==> config.mk <==
export PLATFORM = sky130hd
export DESIGN_NAME = mux_select_ctrl
export DESIGN_NICKNAME = d
export VERILOG_FILES = /design/src/rtl/mux_select_ctrl_pkg.sv /design/src/rtl/mux_select_ctrl_quiet_detector.sv /design/src/rtl/mux_select_ctrl.sv
export SDC_FILE = /design/constraint.sdc
export NUM_CORES = 1
export LEC_CHECK = 0
export ABC_AREA = 1
export CAP_MARGIN = 20
export CORE_ASPECT_RATIO = 0.8
export CORE_MARGIN = 5
export CORE_UTILIZATION = 40
export CTS_CLUSTER_DIAMETER = 60
export DETAILED_ROUTE_END_ITERATION = 6
export PLACE_DENSITY = 0.68
export SLEW_MARGIN = 20
export SYNTH_ARGS = -nofsm -noshare
export SYNTH_HDL_FRONTEND = slang
export SYNTH_SLANG_ARGS = --single-unit
==> constraint.sdc <==
create_clock -name sys_clk -period 3.9 [get_ports sys_clk]
set_input_delay 0.78 -clock sys_clk [delete_from_list [all_inputs] [get_ports sys_clk]]
set_output_delay 0.78 -clock sys_clk [all_outputs]
set_load 0.02 [all_outputs]
==> src/rtl/mux_select_ctrl_pkg.sv <==
// -----------------------------------------------------------------------------
// mux_select_ctrl_pkg
// Shared types for the mux select sequencer: the controller state encoding
// and a small helper that classifies states.
// -----------------------------------------------------------------------------
package mux_select_ctrl_pkg;

    // Controller states; encodings are fixed so debug probes can decode them.
    typedef enum logic [1:0] {
        ST_IDLE         = 2'd0,
        ST_WAIT_QUIET   = 2'd1,
        ST_ACTIVE       = 2'd2,
        ST_RELEASE_WAIT = 2'd3
    } state_e;

    // True for the states that spend time waiting on a quiet bus and are
    // therefore bounded by the wait timeout.
    function automatic logic is_wait_state(input state_e st);
        return (st == ST_WAIT_QUIET) || (st == ST_RELEASE_WAIT);
    endfunction

    // True whenever a command is in flight.
    function automatic logic is_busy_state(input state_e st);
        return (st != ST_IDLE);
    endfunction

endpackage : mux_select_ctrl_pkg

==> src/rtl/mux_select_ctrl_quiet_detector.sv <==
// -----------------------------------------------------------------------------
// mux_select_ctrl_quiet_detector
// Watches the masked bus lines for activity. Keeps a one-cycle history of the
// bus and counts consecutive cycles in which no masked line changed.
//
// Ports:
//   sys_clk   in   system clock
//   n_reset   in   synchronous active-low reset
//   bus_line  in   WIDTH  observed bus, already synchronised
//   mask      in   WIDTH  lines whose activity matters
//   clear     in   restart the quiet count (state entry in the controller)
//   quiet_ok  out  the quiet count reaches QUIET_CYCLES at the coming edge
// -----------------------------------------------------------------------------
module mux_select_ctrl_quiet_detector #(
    parameter int WIDTH        = 4,
    parameter int QUIET_CYCLES = 8
) (
    input  logic             sys_clk,
    input  logic             n_reset,
    input  logic [WIDTH-1:0] bus_line,
    input  logic [WIDTH-1:0] mask,
    input  logic             clear,
    output logic             quiet_ok
);

    localparam int QW = $clog2(QUIET_CYCLES + 1);
    localparam logic [QW-1:0] Q_MAX = QW'(QUIET_CYCLES);

    logic [WIDTH-1:0] prev_bus_q;
    logic [WIDTH-1:0] prev_bus_d;
    logic [QW-1:0]    quiet_cnt_q;
    logic [QW-1:0]    quiet_cnt_d;
    logic             quiet_s;

    // Quiet compare, saturating quiet counter and the look-ahead quiet flag.
    always_comb begin
        prev_bus_d  = bus_line;
        quiet_s     = (((bus_line ^ prev_bus_q) & mask) == {WIDTH{1'b0}});
        quiet_cnt_d = quiet_cnt_q;
        if (clear) begin
            quiet_cnt_d = {QW{1'b0}};
        end else if (!quiet_s) begin
            quiet_cnt_d = {QW{1'b0}};
        end else if (quiet_cnt_q != Q_MAX) begin
            quiet_cnt_d = quiet_cnt_q + QW'(1);
        end else begin
            quiet_cnt_d = quiet_cnt_q;
        end
        // Flags the edge at which the count becomes QUIET_CYCLES, so the
        // controller switches on that very edge. It deliberately ignores
        // clear: clear is derived from the controller's next state, which
        // itself depends on this flag.
        quiet_ok = quiet_s && (quiet_cnt_q >= (Q_MAX - QW'(1)));
    end

    // Bus history and quiet counter registers.
    always_ff @(posedge sys_clk) begin
        if (!n_reset) begin
            prev_bus_q  <= {WIDTH{1'b0}};
            quiet_cnt_q <= {QW{1'b0}};
        end else begin
            prev_bus_q  <= prev_bus_d;
            quiet_cnt_q <= quiet_cnt_d;
        end
    end

endmodule : mux_select_ctrl_quiet_detector

==> src/rtl/mux_select_ctrl.sv <==
// -----------------------------------------------------------------------------
// mux_select_ctrl
// Sequences the per-bit output mux selects that switch bus lines between
// pass-through (0) and injected data (1). A command is switched in only after
// the targeted lines have been quiet for QUIET_CYCLES, held for a programmed
// number of cycles (0 = until abort), and released at the next quiet point.
//
// Ports:
//   sys_clk       in   system clock
//   n_reset       in   synchronous active-low reset
//   cmd_valid     in   command present
//   cmd_ready     out  controller idle and able to take a command
//   cmd_mask      in   WIDTH     lines to switch to the injected source
//   cmd_duration  in   DUR_BITS  hold cycles, 0 = hold until abort
//   abort         in   cancel a pending switch / end the hold early
//   bus_line      in   WIDTH     observed original bus
//   select_line   out  WIDTH     mux selects, 1 = injected source
//   busy          out  command in flight
//   done          out  one-cycle pulse: lines released after a command
//   timeout       out  one-cycle pulse: quiet wait ran out of time
// -----------------------------------------------------------------------------
module mux_select_ctrl
    import mux_select_ctrl_pkg::*;
#(
    parameter int WIDTH          = 4,
    parameter int QUIET_CYCLES   = 8,
    parameter int DUR_BITS       = 16,
    parameter int TIMEOUT_CYCLES = 1024
) (
    input  logic                sys_clk,
    input  logic                n_reset,
    input  logic                cmd_valid,
    output logic                cmd_ready,
    input  logic [WIDTH-1:0]    cmd_mask,
    input  logic [DUR_BITS-1:0] cmd_duration,
    input  logic                abort,
    input  logic [WIDTH-1:0]    bus_line,
    output logic [WIDTH-1:0]    select_line,
    output logic                busy,
    output logic                done,
    output logic                timeout
);

    localparam int WW = $clog2(TIMEOUT_CYCLES + 1);
    localparam logic [WW-1:0] W_MAX  = WW'(TIMEOUT_CYCLES);
    localparam logic [WW-1:0] W_LAST = WW'(TIMEOUT_CYCLES - 1);

    state_e              state_q;
    state_e              state_d;
    logic [WIDTH-1:0]    mask_q;
    logic [WIDTH-1:0]    mask_d;
    logic [DUR_BITS-1:0] dur_q;
    logic [DUR_BITS-1:0] dur_d;
    logic [DUR_BITS-1:0] hold_cnt_q;
    logic [DUR_BITS-1:0] hold_cnt_d;
    logic [WW-1:0]       wait_cnt_q;
    logic [WW-1:0]       wait_cnt_d;
    logic [WIDTH-1:0]    select_q;
    logic [WIDTH-1:0]    select_d;
    logic                cmd_ready_q;
    logic                cmd_ready_d;
    logic                busy_q;
    logic                busy_d;
    logic                done_q;
    logic                done_d;
    logic                timeout_q;
    logic                timeout_d;

    logic                clear_s;
    logic                quiet_ok_s;
    logic                wait_expire_s;

    mux_select_ctrl_quiet_detector #(
        .WIDTH        (WIDTH),
        .QUIET_CYCLES (QUIET_CYCLES)
    ) u_quiet (
        .sys_clk  (sys_clk),
        .n_reset  (n_reset),
        .bus_line (bus_line),
        .mask     (mask_q),
        .clear    (clear_s),
        .quiet_ok (quiet_ok_s)
    );

    // Next-state, latched command, select and pulse generation.
    always_comb begin
        state_d    = state_q;
        mask_d     = mask_q;
        dur_d      = dur_q;
        hold_cnt_d = hold_cnt_q;
        select_d   = select_q;
        done_d     = 1'b0;
        timeout_d  = 1'b0;
        // The wait counter started at 0 on state entry, so this flags the
        // edge at which it would reach TIMEOUT_CYCLES.
        wait_expire_s = (wait_cnt_q == W_LAST);

        case (state_q)
            ST_IDLE: begin
                select_d = {WIDTH{1'b0}};
                // abort is ignored here, even alongside an accepted command.
                if (cmd_valid && cmd_ready_q) begin
                    mask_d = cmd_mask;
                    dur_d  = cmd_duration;
                    if (cmd_mask == {WIDTH{1'b0}}) begin
                        done_d = 1'b1;
                    end else begin
                        state_d = ST_WAIT_QUIET;
                    end
                end else begin
                    state_d = ST_IDLE;
                end
            end

            ST_WAIT_QUIET: begin
                if (abort) begin
                    state_d  = ST_IDLE;
                    select_d = {WIDTH{1'b0}};
                end else if (quiet_ok_s) begin
                    select_d   = mask_q;
                    hold_cnt_d = dur_q;
                    state_d    = ST_ACTIVE;
                end else if (wait_expire_s) begin
                    timeout_d = 1'b1;
                    select_d  = {WIDTH{1'b0}};
                    state_d   = ST_IDLE;
                end else begin
                    state_d = ST_WAIT_QUIET;
                end
            end

            ST_ACTIVE: begin
                select_d = mask_q;
                // Abort wins over a simultaneous expiry; both lead to release.
                if (abort) begin
                    state_d = ST_RELEASE_WAIT;
                end else if (dur_q != {DUR_BITS{1'b0}}) begin
                    // hold_cnt was loaded with dur_q on entry; leaving when it
                    // reads 1 keeps the lines switched for exactly dur_q cycles.
                    if (hold_cnt_q == DUR_BITS'(1)) begin
                        state_d = ST_RELEASE_WAIT;
                    end else begin
                        state_d = ST_ACTIVE;
                    end
                    if (hold_cnt_q != {DUR_BITS{1'b0}}) begin
                        hold_cnt_d = hold_cnt_q - DUR_BITS'(1);
                    end else begin
                        hold_cnt_d = hold_cnt_q;
                    end
                end else begin
                    state_d = ST_ACTIVE;
                end
            end

            ST_RELEASE_WAIT: begin
                select_d = mask_q;
                if (quiet_ok_s) begin
                    select_d = {WIDTH{1'b0}};
                    done_d   = 1'b1;
                    state_d  = ST_IDLE;
                end else if (wait_expire_s) begin
                    // Lines are forced back even on a busy bus.
                    select_d  = {WIDTH{1'b0}};
                    done_d    = 1'b1;
                    timeout_d = 1'b1;
                    state_d   = ST_IDLE;
                end else begin
                    state_d = ST_RELEASE_WAIT;
                end
            end

            default: begin
                select_d = {WIDTH{1'b0}};
                state_d  = ST_IDLE;
            end
        endcase

        cmd_ready_d = !is_busy_state(state_d);
        busy_d      = is_busy_state(state_d);
    end

    // State-entry detection and the bounded wait counter.
    always_comb begin
        clear_s    = (state_d != state_q);
        wait_cnt_d = wait_cnt_q;
        if (clear_s) begin
            wait_cnt_d = {WW{1'b0}};
        end else if (is_wait_state(state_q) && (wait_cnt_q != W_MAX)) begin
            wait_cnt_d = wait_cnt_q + WW'(1);
        end else begin
            wait_cnt_d = wait_cnt_q;
        end
    end

    // Controller registers; reset drops the selects immediately.
    always_ff @(posedge sys_clk) begin
        if (!n_reset) begin
            state_q     <= ST_IDLE;
            mask_q      <= {WIDTH{1'b0}};
            dur_q       <= {DUR_BITS{1'b0}};
            hold_cnt_q  <= {DUR_BITS{1'b0}};
            wait_cnt_q  <= {WW{1'b0}};
            select_q    <= {WIDTH{1'b0}};
            cmd_ready_q <= 1'b0;
            busy_q      <= 1'b0;
            done_q      <= 1'b0;
            timeout_q   <= 1'b0;
        end else begin
            state_q     <= state_d;
            mask_q      <= mask_d;
            dur_q       <= dur_d;
            hold_cnt_q  <= hold_cnt_d;
            wait_cnt_q  <= wait_cnt_d;
            select_q    <= select_d;
            cmd_ready_q <= cmd_ready_d;
            busy_q      <= busy_d;
            done_q      <= done_d;
            timeout_q   <= timeout_d;
        end
    end

    assign select_line = select_q;
    assign cmd_ready   = cmd_ready_q;
    assign busy        = busy_q;
    assign done        = done_q;
    assign timeout     = timeout_q;

endmodule : mux_select_ctrl

[Yosys cells after proc, flatten, opt, wreduce, memory -nomap -nowiden]
Cells that the tools add are included.
W data, S select, Z words.
Cells by class
  $add $sub $neg: 3
  $lt $le $gt $ge: 1
  equal/unequal tests: 14
  mux-type cells: 31
  bitwise gates (word level): 4
  reduce and logical (&&, ||, !) cells: 16
Operators with widths (count)
  $mux W16: 5
  $pmux W16 S2: 1
  $reduce_bool A16 Y1: 2
  $mux W4: 5
  $eq A16 B1 Y1 const B: 1
  $mux W2: 8
  $pmux W4 S4: 1
  $sub A16 B1 Y16 const B: 1
  $add A11 B1 Y11 const B: 1
  $eq A11 B10 Y1 const B: 1
  $ne A11 B11 Y1 const B: 1
  $ne A2 B2 Y1 const B: 5
  $logic_not A4 Y1: 2
  $mux W1: 8
  $ne A4 B4 Y1 const B: 2
  $pmux W2 S4: 1
  $reduce_and A6 Y1: 1
  $add A4 B1 Y4 const B: 1
  $and A4 B4 Y4: 1
  $eq A2 B2 Y1 const B: 2
  $ge A4 B3 Y1 const B: 1
  $pmux W1 S2: 2
  $reduce_bool A2 Y1: 2
  $xor A4 B4 Y4: 1
  other kinds (10): 13
Storage, ports and cells
  register bits after elaboration: 65
  input bits: 28
  output and inout port bits: 8
  word-level logic and storage cells: 81

[Depth between registers and ports, before layout]
  depth in word-level cells: 9
  depth in mapped cells: 17
  mapped depth without buffers: 16

[By module]
From an unflattened synthesis, not the netlist that was laid out.
Unflattened totals
  cells, all modules: 518
  area, all modules: 3537.1 um2
By module, submodules not included
  mux_select_ctrl: times used 1, cells each 457, area each 3115.5 um2, seq. area each 1141.1 um2
  mux_select_ctrl_quiet_detector: times used 1, cells each 61, area each 421.7 um2, seq. area each 160.2 um2

[Worst setup path before layout]
No wires, ideal clock.
  path type: input port to flip-flop
  start point: input cmd_mask[0]
  end point: register wait_cnt_q[6]
  library setup time: 0.117 ns
  data arrival time: 1.801 ns
  required time: 3.783 ns
  slack: 1.982 ns
  stages: 9
  path buffers: 1
  path through: nor4_1 -> nand2_1 -> nand3_1 -> nand2_2 -> nand2_1 -> nand2_2 -> nand3_2 -> buf_6 -> nor2_2
Between the ends
  word-level cells in the longest chain between the ends: 6
Ends and longest elaborated chain
  start, declared: line mux_select_ctrl.sv:34  | input logic [WIDTH-1:0] cmd_mask,
  $logic_not A4 Y1: line mux_select_ctrl.sv:105  | if (cmd_mask == {WIDTH{1'b0}}) begin
  $mux W2: line mux_select_ctrl.sv:105
  $mux W2: line mux_select_ctrl.sv:102  | if (cmd_valid && cmd_ready_q) begin
  $pmux W2 S4: line mux_select_ctrl.sv:98  | case (state_q)
  $ne A2 B2 Y1: line mux_select_ctrl.sv:184  | clear_s = (state_d != state_q);
  $reduce_or A2 Y1 (no source line)
  end signal, assigned: line mux_select_ctrl.sv:202  | wait_cnt_q <= {WW{1'b0}};
  end signal, assigned: line mux_select_ctrl.sv:213  | wait_cnt_q <= wait_cnt_d;
  end, declared: line mux_select_ctrl.sv:56  | logic [WW-1:0] wait_cnt_q;
No other way between the ends.
A chain may end at the register's enable or synchronous reset.

[Worst setup path after layout]
  start point: input cmd_mask[1]
  end point: register wait_cnt_q[5]
The elaborated chain is that of the path after synthesis.

==> results.txt <==
Synth warnings: 0
Clock Latency Late Sink: 0.35 ns
Hold buffer count at CTS: 0
Worst R2R Path Depth: 9
Cell Area, Synth: 3500 um2
# setup viols final: 0
Ys async rst share: 0%
Post-synth top area share: 37.2%
Pin count of the biggest net entering global routing: 35
Diodes inserted: 0
Standard-cell rows: 30
Crit path capture type: flip-flop
Hold path depth: 2
Reg2reg end: hold_cnt_q[7]$_SDFFE_PN0P_
Non-Filler Instances: 666
CP Data Required Time: 4.18 ns
Post-synth EDFFs: 0
Synth Register Bits: 65
Post-synthesis sequential area ratio: 37.2%
Synth top cells by count: nand2_1, dfxtp_1, inv_1
Max Root-Sink Buffers: 2
Top cells by area, synth: dfxtp_1, nand2_1, a21oi_1
Clk sink count: 65
WL final: 8290 um
Leak Pwr: 1.73 nW
Core area: 8520 um2
Worst setup SP type: input port
Most frequent cell after synthesis: nand2_1
Post-Synthesis Cells: 513
Post-CTS Resized: 0
Die H: 93.7 um
Max_cap viols: 0
# Post-CTS Setup Buffers: 0
First-pass GRT wire length: 14200 um
Worst Hold Class: flip-flop to flip-flop
Die ar.: 10700 um2
Starting Density: 41.1%
Syn-to-layout area delta: 17.7%
Pwr Density: 388 nW/um2
Clock transition at path regs: 0.07 ns
Placed cells: 650
Peak supply drop: 0.000285 V
Vias in the first global route: 3026
Final WS setup: 1.42 ns
Worst-path maximum fanout: 11
TritonCTS clock tree: built
Outcome: finished clean
Final slew viol count: 0
Unrepaired setup endpoints after global routing: no
Final Hold Viols: 0
Initial antenna violation count: 0
DR iter-0 viols: 131
Post-route clock period utilization: 63.7%
Crit path from: cmd_mask[1]
Post-route ant nets: 0
Detailed Routing Iterations Pass 1: 5
Clk_skew: 0.00715 ns
Pre-CTS WS: 1.05 ns
Final core occ: 48.4%
Flop-to-flop setup slack: 1.54 ns
Drt wl/cell: 12.5 um
Total number of vias: 3262
Main synth FF type: dfxtp_1
Slew headroom: 55.5%
Chip Width: 115 um
Setup TNS: 0 ns
DR vias/cell: 4.90
CTS Root Cell: clkbuf_8
IO buf count: 35
Layout cells sized above 1: 10.8%
Reg-to-Reg Start: state_q[0]$_SDFF_PN0_
Remaining Overflow, GRT: 0
# IOs: 36
Placer congestion estimate: 0.904
Tot GR Track Use: 16.5%
Post-DP HPWL: 5980 um
Tmin final: 2.48 ns
Syn Nets: 553
Arrival @ worst endpoint: 2.76 ns
H-tree depth: 3
Worst slew pin tran: 0.661 ns
Total CTS buffers: 9
Residual DRC count: 0
FILL cells: 848
Synth cell types: 32
End point of the critical path: wait_cnt_q[5]$_SDFFE_PP0P_
Synth Area per Inst: 6.82 um2
Peak Freq: 0.402 GHz
Cell accounting for the most synthesized area: dfxtp_1
Crit path kind: input port to flip-flop
NumNets Final: 589
power by group:
part | internal (mW) | switching (mW) | leakage, nW
combinational | 0.135 | 0.215 | 1.11
clock | 0.246 | 0.268 | 0.0891
sequential | 0.704 | 0.0302 | 0.529
total | 1.08 | 0.514 | 1.73
through the flow:
stage               total power [mW]  instance area, um2  hold WS, ns
floorplan                      0.996                3500        0.439
global placement                1.09                3950        0.462
detailed placement              1.09                3950        0.472
CTS                             1.61                4120        0.482
global route                    1.70                4120        0.513
finish                          1.60                4120        0.485
layout by cell type (no fill, tap or decap), types with 9 or more instances in the layout:
cell / n
a21oi_1: 48
clkbuf_8: 10
clkdlybuf4s50_1: 35
dfxtp_1: 65
ha_1: 12
inv_1: 58
inv_2: 15
nand2_1: 116
nand3_1: 23
nor2_1: 46
nor2_2: 13
nor3_1: 9
o21ai_0: 36
xor2_1: 14
flip-flops by register name, summed over array words and instances, names as in the netlist:
name / cells
dur_q: 16
hold_cnt_q: 16
wait_cnt_q: 11
mask_q: 4
select_line: 4
u_quiet.prev_bus_q: 4
u_quiet.quiet_cnt_q: 4
state_q: 2
busy: 1
cmd_ready: 1
done: 1
timeout: 1
cell type report:
| type | instances | area [um2] | share of cell area, % |
|---|---|---|---|
| multi-input cells | 359 | 1850 | 44.8 |
| flip-flops and latches | 65 | 1300 | 31.6 |
| clock inverters | 5 | 31.3 | 0.759 |
| inverters | 75 | 282 | 6.83 |
| clock buffers | 11 | 141 | 3.43 |
| well taps | 112 | 140 | 3.40 |
| repair buffers | 39 | 380 | 9.23 |
critical path, cell delays in order:
cell and delay, ns:
clkdlybuf4s50_1 0.44, nor4_1 0.61, nand2_1 0.10, nand3_1 0.17, nand3_2 0.09, nand2_2 0.09
nand3_2 0.29, nor2_2 0.19
metal layers:
metal | part of all wire (%) | vias to the layer above | global-route usage (%)
met3 | 5.8 | 10 | 4.76
li1 | - | 1711 | -
met4 | 1.1 | 0 | 4.95
met2 | 40 | 96 | 23.3
met1 | 53 | 1445 | 24.0
met5 | 0 | - | 0
worst min path at each step:
stage | start | slack, ns | endpoint
global route | mask_q[1]$_SDFFE_PN0P_ | 0.51 | mask_q[1]$_SDFFE_PN0P_
global placement | dur_q[7]$_SDFFE_PN0P_ | 0.46 | dur_q[7]$_SDFFE_PN0P_
finish | dur_q[3]$_SDFFE_PN0P_ | 0.48 | dur_q[3]$_SDFFE_PN0P_
CTS | dur_q[10]$_SDFFE_PN0P_ | 0.48 | dur_q[10]$_SDFFE_PN0P_
floorplan | dur_q[8]$_SDFFE_PN0P_ | 0.44 | dur_q[8]$_SDFFE_PN0P_
detailed placement | dur_q[10]$_SDFFE_PN0P_ | 0.47 | dur_q[10]$_SDFFE_PN0P_
logic make-up (layout without fill, tap and decap cells):
| kind of cell | count (synthesis) | count (layout) | share of synthesized area [%] |
|---|---|---|---|
| AO/OA/AOI/OAI | 98 | 98 | 14.4 |
| XOR/XNOR | 17 | 17 | 4.25 |
| AND/OR/NAND/NOR | 232 | 232 | 29.8 |
| buffers and inverters | 89 | 130 | 10.1 |
| adder cells (fa/ha/maj) | 12 | 12 | 4.29 |
| flip-flops | 65 | 65 | 37.2 |
Power figures use the tool's default switching activity.
